**config.mk**
```make
export PLATFORM = sky130hd
export DESIGN_NAME = mips_control_fsm
export DESIGN_NICKNAME = d
export VERILOG_FILES = /design/src/rtl/mips_control_fsm.sv
export SDC_FILE = /design/constraint.sdc
export NUM_CORES = 1
export LEC_CHECK = 0
export ABC_AREA = 1
export CAP_MARGIN = 20
export CORE_AREA = 2 2 39 41
export CTS_BUF_LIST = sky130_fd_sc_hd__clkbuf_4 sky130_fd_sc_hd__clkbuf_8 sky130_fd_sc_hd__clkbuf_16
export DETAILED_ROUTE_END_ITERATION = 12
export DIE_AREA = 0 0 41 43
export DONT_BUFFER_PORTS = 1
export SLEW_MARGIN = 20
export SYNTH_ARGS = -nofsm -noshare
export SYNTH_HDL_FRONTEND = slang
export SYNTH_SLANG_ARGS = --single-unit
```
**constraint.sdc**
```tcl
create_clock -name clock -period 1.18 [get_ports clock]
set_input_delay 0.177 -clock clock [delete_from_list [all_inputs] [get_ports clock]]
set_output_delay 0.177 -clock clock [all_outputs]
set_load 0.005 [all_outputs]
```
**src/rtl/mips_control_fsm.sv**
```systemverilog
// Multicycle MIPS main control FSM: sequences fetch/decode/execute/mem/write-back.
// Optional macro CTRL_HALT_ON_ILLEGAL_EN: illegal opcodes halt instead of acting as NOPs.
module mips_control_fsm (
  input  logic       clock,
  input  logic       reset,
  input  logic [5:0] opcode,
  input  logic       alu_break,
  input  logic       zero,
  output logic       pc_write,
  output logic       i_or_d,
  output logic       mem_read,
  output logic       mem_write,
  output logic       ir_write,
  output logic       reg_dst,
  output logic       mem_to_reg,
  output logic       reg_write,
  output logic       alu_src_a,
  output logic [1:0] alu_src_b,
  output logic [2:0] alu_op,
  output logic [1:0] pc_source,
  output logic       halted,
  output logic [3:0] state
);

  typedef enum logic [3:0] {
    StFetch     = 4'd0,
    StFetchWait = 4'd1,
    StDecode    = 4'd2,
    StRExec     = 4'd3,
    StRWb       = 4'd4,
    StMemAddr   = 4'd5,
    StMemRd     = 4'd6,
    StMemRdWait = 4'd7,
    StLwWb      = 4'd8,
    StMemWr     = 4'd9,
    StAddiExec  = 4'd10,
    StAddiWb    = 4'd11,
    StBranch    = 4'd12,
    StJump      = 4'd13,
    StHalt      = 4'd14
  } state_e;

  localparam logic [5:0] OpRtype = 6'h00;
  localparam logic [5:0] OpLw    = 6'h23;
  localparam logic [5:0] OpSw    = 6'h2b;
  localparam logic [5:0] OpAddi  = 6'h08;
  localparam logic [5:0] OpBeq   = 6'h04;
  localparam logic [5:0] OpBne   = 6'h05;
  localparam logic [5:0] OpJ     = 6'h02;

  state_e     state_q, state_d;
  logic [5:0] op_q;

  always_ff @(posedge clock or posedge reset) begin
    if (reset) begin
      state_q <= StFetch;
      op_q    <= 6'h00;
    end else begin
      state_q <= state_d;
      if (state_q == StDecode) op_q <= opcode;
    end
  end

  assign state = state_q;

  always_comb begin
    state_d    = StFetch;
    pc_write   = 1'b0;
    i_or_d     = 1'b0;
    mem_read   = 1'b0;
    mem_write  = 1'b0;
    ir_write   = 1'b0;
    reg_dst    = 1'b0;
    mem_to_reg = 1'b0;
    reg_write  = 1'b0;
    alu_src_a  = 1'b0;
    alu_src_b  = 2'b00;
    alu_op     = 3'b000;
    pc_source  = 2'b00;
    halted     = 1'b0;

    case (state_q)
      StFetch: begin
        mem_read  = 1'b1;
        alu_src_b = 2'b01;
        state_d   = StFetchWait;
      end
      StFetchWait: begin
        mem_read  = 1'b1;
        alu_src_b = 2'b01;
        ir_write  = 1'b1;
        pc_write  = 1'b1;
        state_d   = StDecode;
      end
      StDecode: begin
        // Branch target is precomputed into ALUOut while the opcode is decoded.
        alu_src_b = 2'b11;
        case (opcode)
          OpRtype:     state_d = alu_break ? StHalt : StRExec;
          OpLw, OpSw:  state_d = StMemAddr;
          OpAddi:      state_d = StAddiExec;
          OpBeq, OpBne: state_d = StBranch;
          OpJ:         state_d = StJump;
`ifdef CTRL_HALT_ON_ILLEGAL_EN
          default:     state_d = StHalt;
`else
          default:     state_d = StFetch;
`endif
        endcase
      end
      StRExec: begin
        alu_src_a = 1'b1;
        alu_op    = 3'b010;
        state_d   = StRWb;
      end
      StRWb: begin
        reg_dst   = 1'b1;
        reg_write = 1'b1;
      end
      StMemAddr: begin
        alu_src_a = 1'b1;
        alu_src_b = 2'b10;
        // Bit 3 separates sw (2b) from lw (23).
        state_d   = op_q[3] ? StMemWr : StMemRd;
      end
      StMemRd: begin
        mem_read = 1'b1;
        i_or_d   = 1'b1;
        state_d  = StMemRdWait;
      end
      StMemRdWait: begin
        mem_read = 1'b1;
        i_or_d   = 1'b1;
        state_d  = StLwWb;
      end
      StLwWb: begin
        mem_to_reg = 1'b1;
        reg_write  = 1'b1;
      end
      StMemWr: begin
        mem_write = 1'b1;
        i_or_d    = 1'b1;
      end
      StAddiExec: begin
        alu_src_a = 1'b1;
        alu_src_b = 2'b10;
        state_d   = StAddiWb;
      end
      StAddiWb: begin
        reg_write = 1'b1;
      end
      StBranch: begin
        alu_src_a = 1'b1;
        alu_op    = 3'b001;
        pc_source = 2'b01;
        // Mealy: bit 0 of the latched opcode selects bne over beq.
        pc_write  = op_q[0] ? !zero : zero;
      end
      StJump: begin
        pc_source = 2'b10;
        pc_write  = 1'b1;
      end
      StHalt: begin
        halted  = 1'b1;
        state_d = StHalt;
      end
      default: state_d = StFetch;
    endcase
  end

endmodule

```
==> results_dict.tcl <==
set metrics [dict create \
    wirelength_mm 2.094 \
    clock_power_share 0.076 \
    cp-end-kind "output port" \
    cts_inserted_buffers 3 \
    antenna_found_initial 0 \
    ys.warnings.count 0 \
    rows 14 \
    netlist_area_um2 643.1 \
    arrival_ps 1270 \
    vias 793 \
    power_switching_uw 1194 \
    slew_viol_final 0 \
    grt_first_pass_wirelength_mm 2.870 \
    postRouteAntennaNets 0 \
    seq_power_share 0.172 \
    drtIter0Drc 8 \
    startpoint "state[0]$_DFF_PP0_" \
    powerDensity_mw_per_mm2 2204 \
    start_util 0.4647 \
    worstHoldStart "opcode[0]" \
    ir_worst_vdd_mv 1.951 \
    crit_path_max_incr_delay_ps 450 \
    setup_viol_count_final 20 \
    crit_type "flip-flop to output port" \
    coreArea_mm2 0.001384 \
    grt_pass1_vias 728 \
    finalPower_uw 2448 \
    firstDrtPassIters 4 \
    drc_errors 0 \
    clk_latency_ps 250 \
    rsz0062_at_grt "true" \
    stdcell_area_mm2 0.001111 \
    final_nets 147 \
    grt_max_degree 8 \
    min_period_over_period 1.223 \
    fin_crit_ps 1443 \
    drive_gt1_frac 0.6222 \
    ys_seq_area_frac 0.2335 \
    gp_congestion 0.8319 \
    violations "setup timing" \
    syn_inst 102 \
    synthTopCellsByArea "dfrtp_1 23%, nand2_1 15%, nor2_1 8.2%" \
    grt_use_total 0.2373 \
    dpl_cell_area_um2 798.3 \
    p_leak_uw 0.0005724 \
    clk_path_buf_depth 2 \
    ys_types 21 \
    comb_power_share 0.751 \
    crit_required_ps 1000 \
    die-height_um 43 \
    swShare 0.4878 \
    crit_family "flip-flops" \
    die_w_um 41 \
    cp_max_fo 5 \
    n_antenna_cell 0 \
    avgViaCountPerCell 5.252 \
    area_growth_pct 72.76 \
    dp_hpwl_mm 1.321 \
    intPower_uw 1254 \
    cts_tree "built" \
    ys_ff_latch 6 \
    yosys.area.top_type_share 0.2335 \
    cts.sinks 6 \
    status "complete, but fails checks" \
    startpoint_type "flip-flop" \
    fmax_mhz 692.9 \
    root_buffer "clkbuf_4" \
    fin_skew_ps 11.42 \
    ctsHtreeMaxLevel 1 \
    critPathBufInv 2 \
    synth_top_area_cell "dfrtp_1" \
    clk_pin_slew_worst_paths_ps 50 \
    r2r_start "state[2]$_DFF_PP0_" \
    grt_overflow 0 \
    ios 31 \
    routedWlPerCell_um 13.87 \
    finalHoldViolCount 0 \
    critPathSlowestCell "dfrtp_2" \
    numPortBuffers 0 \
    final.setup.worst_slack_ps -263.2 \
    synth_fp_nets 112 \
    die_area_mm2 0.001763 \
    path_cells "nor2_1 > inv_2 > nor2_2 > inv_1 > o21ai_2" \
    maxCapViolations 0 \
    syn_area_per_cell_um2 6.305 \
    hold_class "input pin to flip-flop" \
]
[cells in the final DEF (no fill, tap or decap), types with 2 or more instances in the layout]
cell type	synthesis	final
a21oi_2	1	2
buf_4	1	19
buf_6	0	10
clkbuf_4	0	3
dfrtp_1	6	3
dfrtp_2	0	3
inv_1	12	8
inv_2	5	6
inv_4	1	4
nand2_1	25	14
nand2_2	0	5
nand2_4	1	6
nand3_1	8	7
nand4_1	4	4
nor2_1	14	8
nor2_2	6	5
nor2_4	4	11
nor3_2	2	2
o21ai_1	1	2
o21ai_2	1	4
[worst reg2reg max path: cells and delay by family (launching register included)]
family	cells	cell delay (ps)
AND/OR/NAND/NOR	4	390
buffers and inverters	3	360
flip-flops	1	470
AO/OA/AOI/OAI	1	60
[cells in the mapped netlist (all sizes together)]
cell   number
nand3       8
nand4       4
buf         1
dfrtp       6
inv        18
nand2      26
a21oi       3
o21ai       7
nor3        2
xnor2       1
conb        1
nor2       25
[per-layer routing]
metal / global-route usage / vias up / part of all wire
li1: - / 385 / -
met1: 0.2625 / 362 / 0.36
met2: 0.4125 / 38 / 0.54
met3: 0.09424 / 8 / 0.070
met4: 0.03333 / 0 / 0.032
met5: 0 / - / 0
[power by group through the flow]
stage	Clock, µW	Sequential [µW]	Combinational, µW
2_1_floorplan	0	394	718
3_3_place_gp	0	390	1120
3_5_place_dp	0	396	1120
4_1_cts	193	400	1490
5_1_grt	210	431	1970
6_report	187	422	1840
[registers in the layout, summed over array words and instances, names as in the netlist]
register and flops:
op_q 2, state 4
[repair_timing]
action / 4_1_cts / 5_1_grt
gates cloned: 0 / 0
endpoints found under the setup margin: 17 / 23
pin swaps: 9 / 7
buffers inserted: 7 / 5
endpoints found under the hold margin: 6 / 0
gates resized for setup: 28 / 32
hold buffers: 1 / 0
[final timing paths]
kind                                        to  slack [ps]  depth (start not counted)
min reg2reg                op_q[0]$_DFFE_PP0P_         500                          2
max in group asynchronous   state[3]$_DFF_PP0_         680                          2
min in group asynchronous   state[1]$_DFF_PP0_         280                          2
max                                   pc_write        -260                          5
min                        op_q[0]$_DFFE_PP0P_          60                          2
max reg2reg                 state[0]$_DFF_PP0_        -230                          8
[logic make-up after synthesis]
| family | count (synthesis) | synth area share |
|---|---|---|
| flip-flops | 6 | 0.2335 |
| AND/OR/NAND/NOR | 65 | 0.5370 |
| buffers and inverters | 19 | 0.1206 |
| AO/OA/AOI/OAI | 10 | 0.08949 |
| XOR/XNOR | 1 | 0.01362 |
| other | 1 | 0.005831 |
[through the flow]
stage | setup TNS, ps | hold slack (ps) | worst slack, ps | util | std cells
after floorplan | 0 | -32.04 | 12.36 | - | 102
after detailed placement | -59.21 | -4.732 | -21.15 | 0.5769 | 136
after CTS | -2524 | 58.22 | -207.1 | 0.6989 | 147
after global routing | -4560 | 49.12 | -340.8 | 0.8029 | 151
after global placement | -41.41 | -7.895 | -21.15 | 0.5769 | 136
final | -3373 | 56.42 | -263.2 | 0.8029 | 151
[cell type report]
class,count,area [µm²]
Clock buffer,3,22.52
Fill cell,92,272.8
Inverter,18,77.57
Multi-Input combinational cell,77,551.8
Sequential cell,6,153.9
Tap cell,16,20.02
Timing Repair Buffer,31,285.3
(Power assumes the default switching activity.)
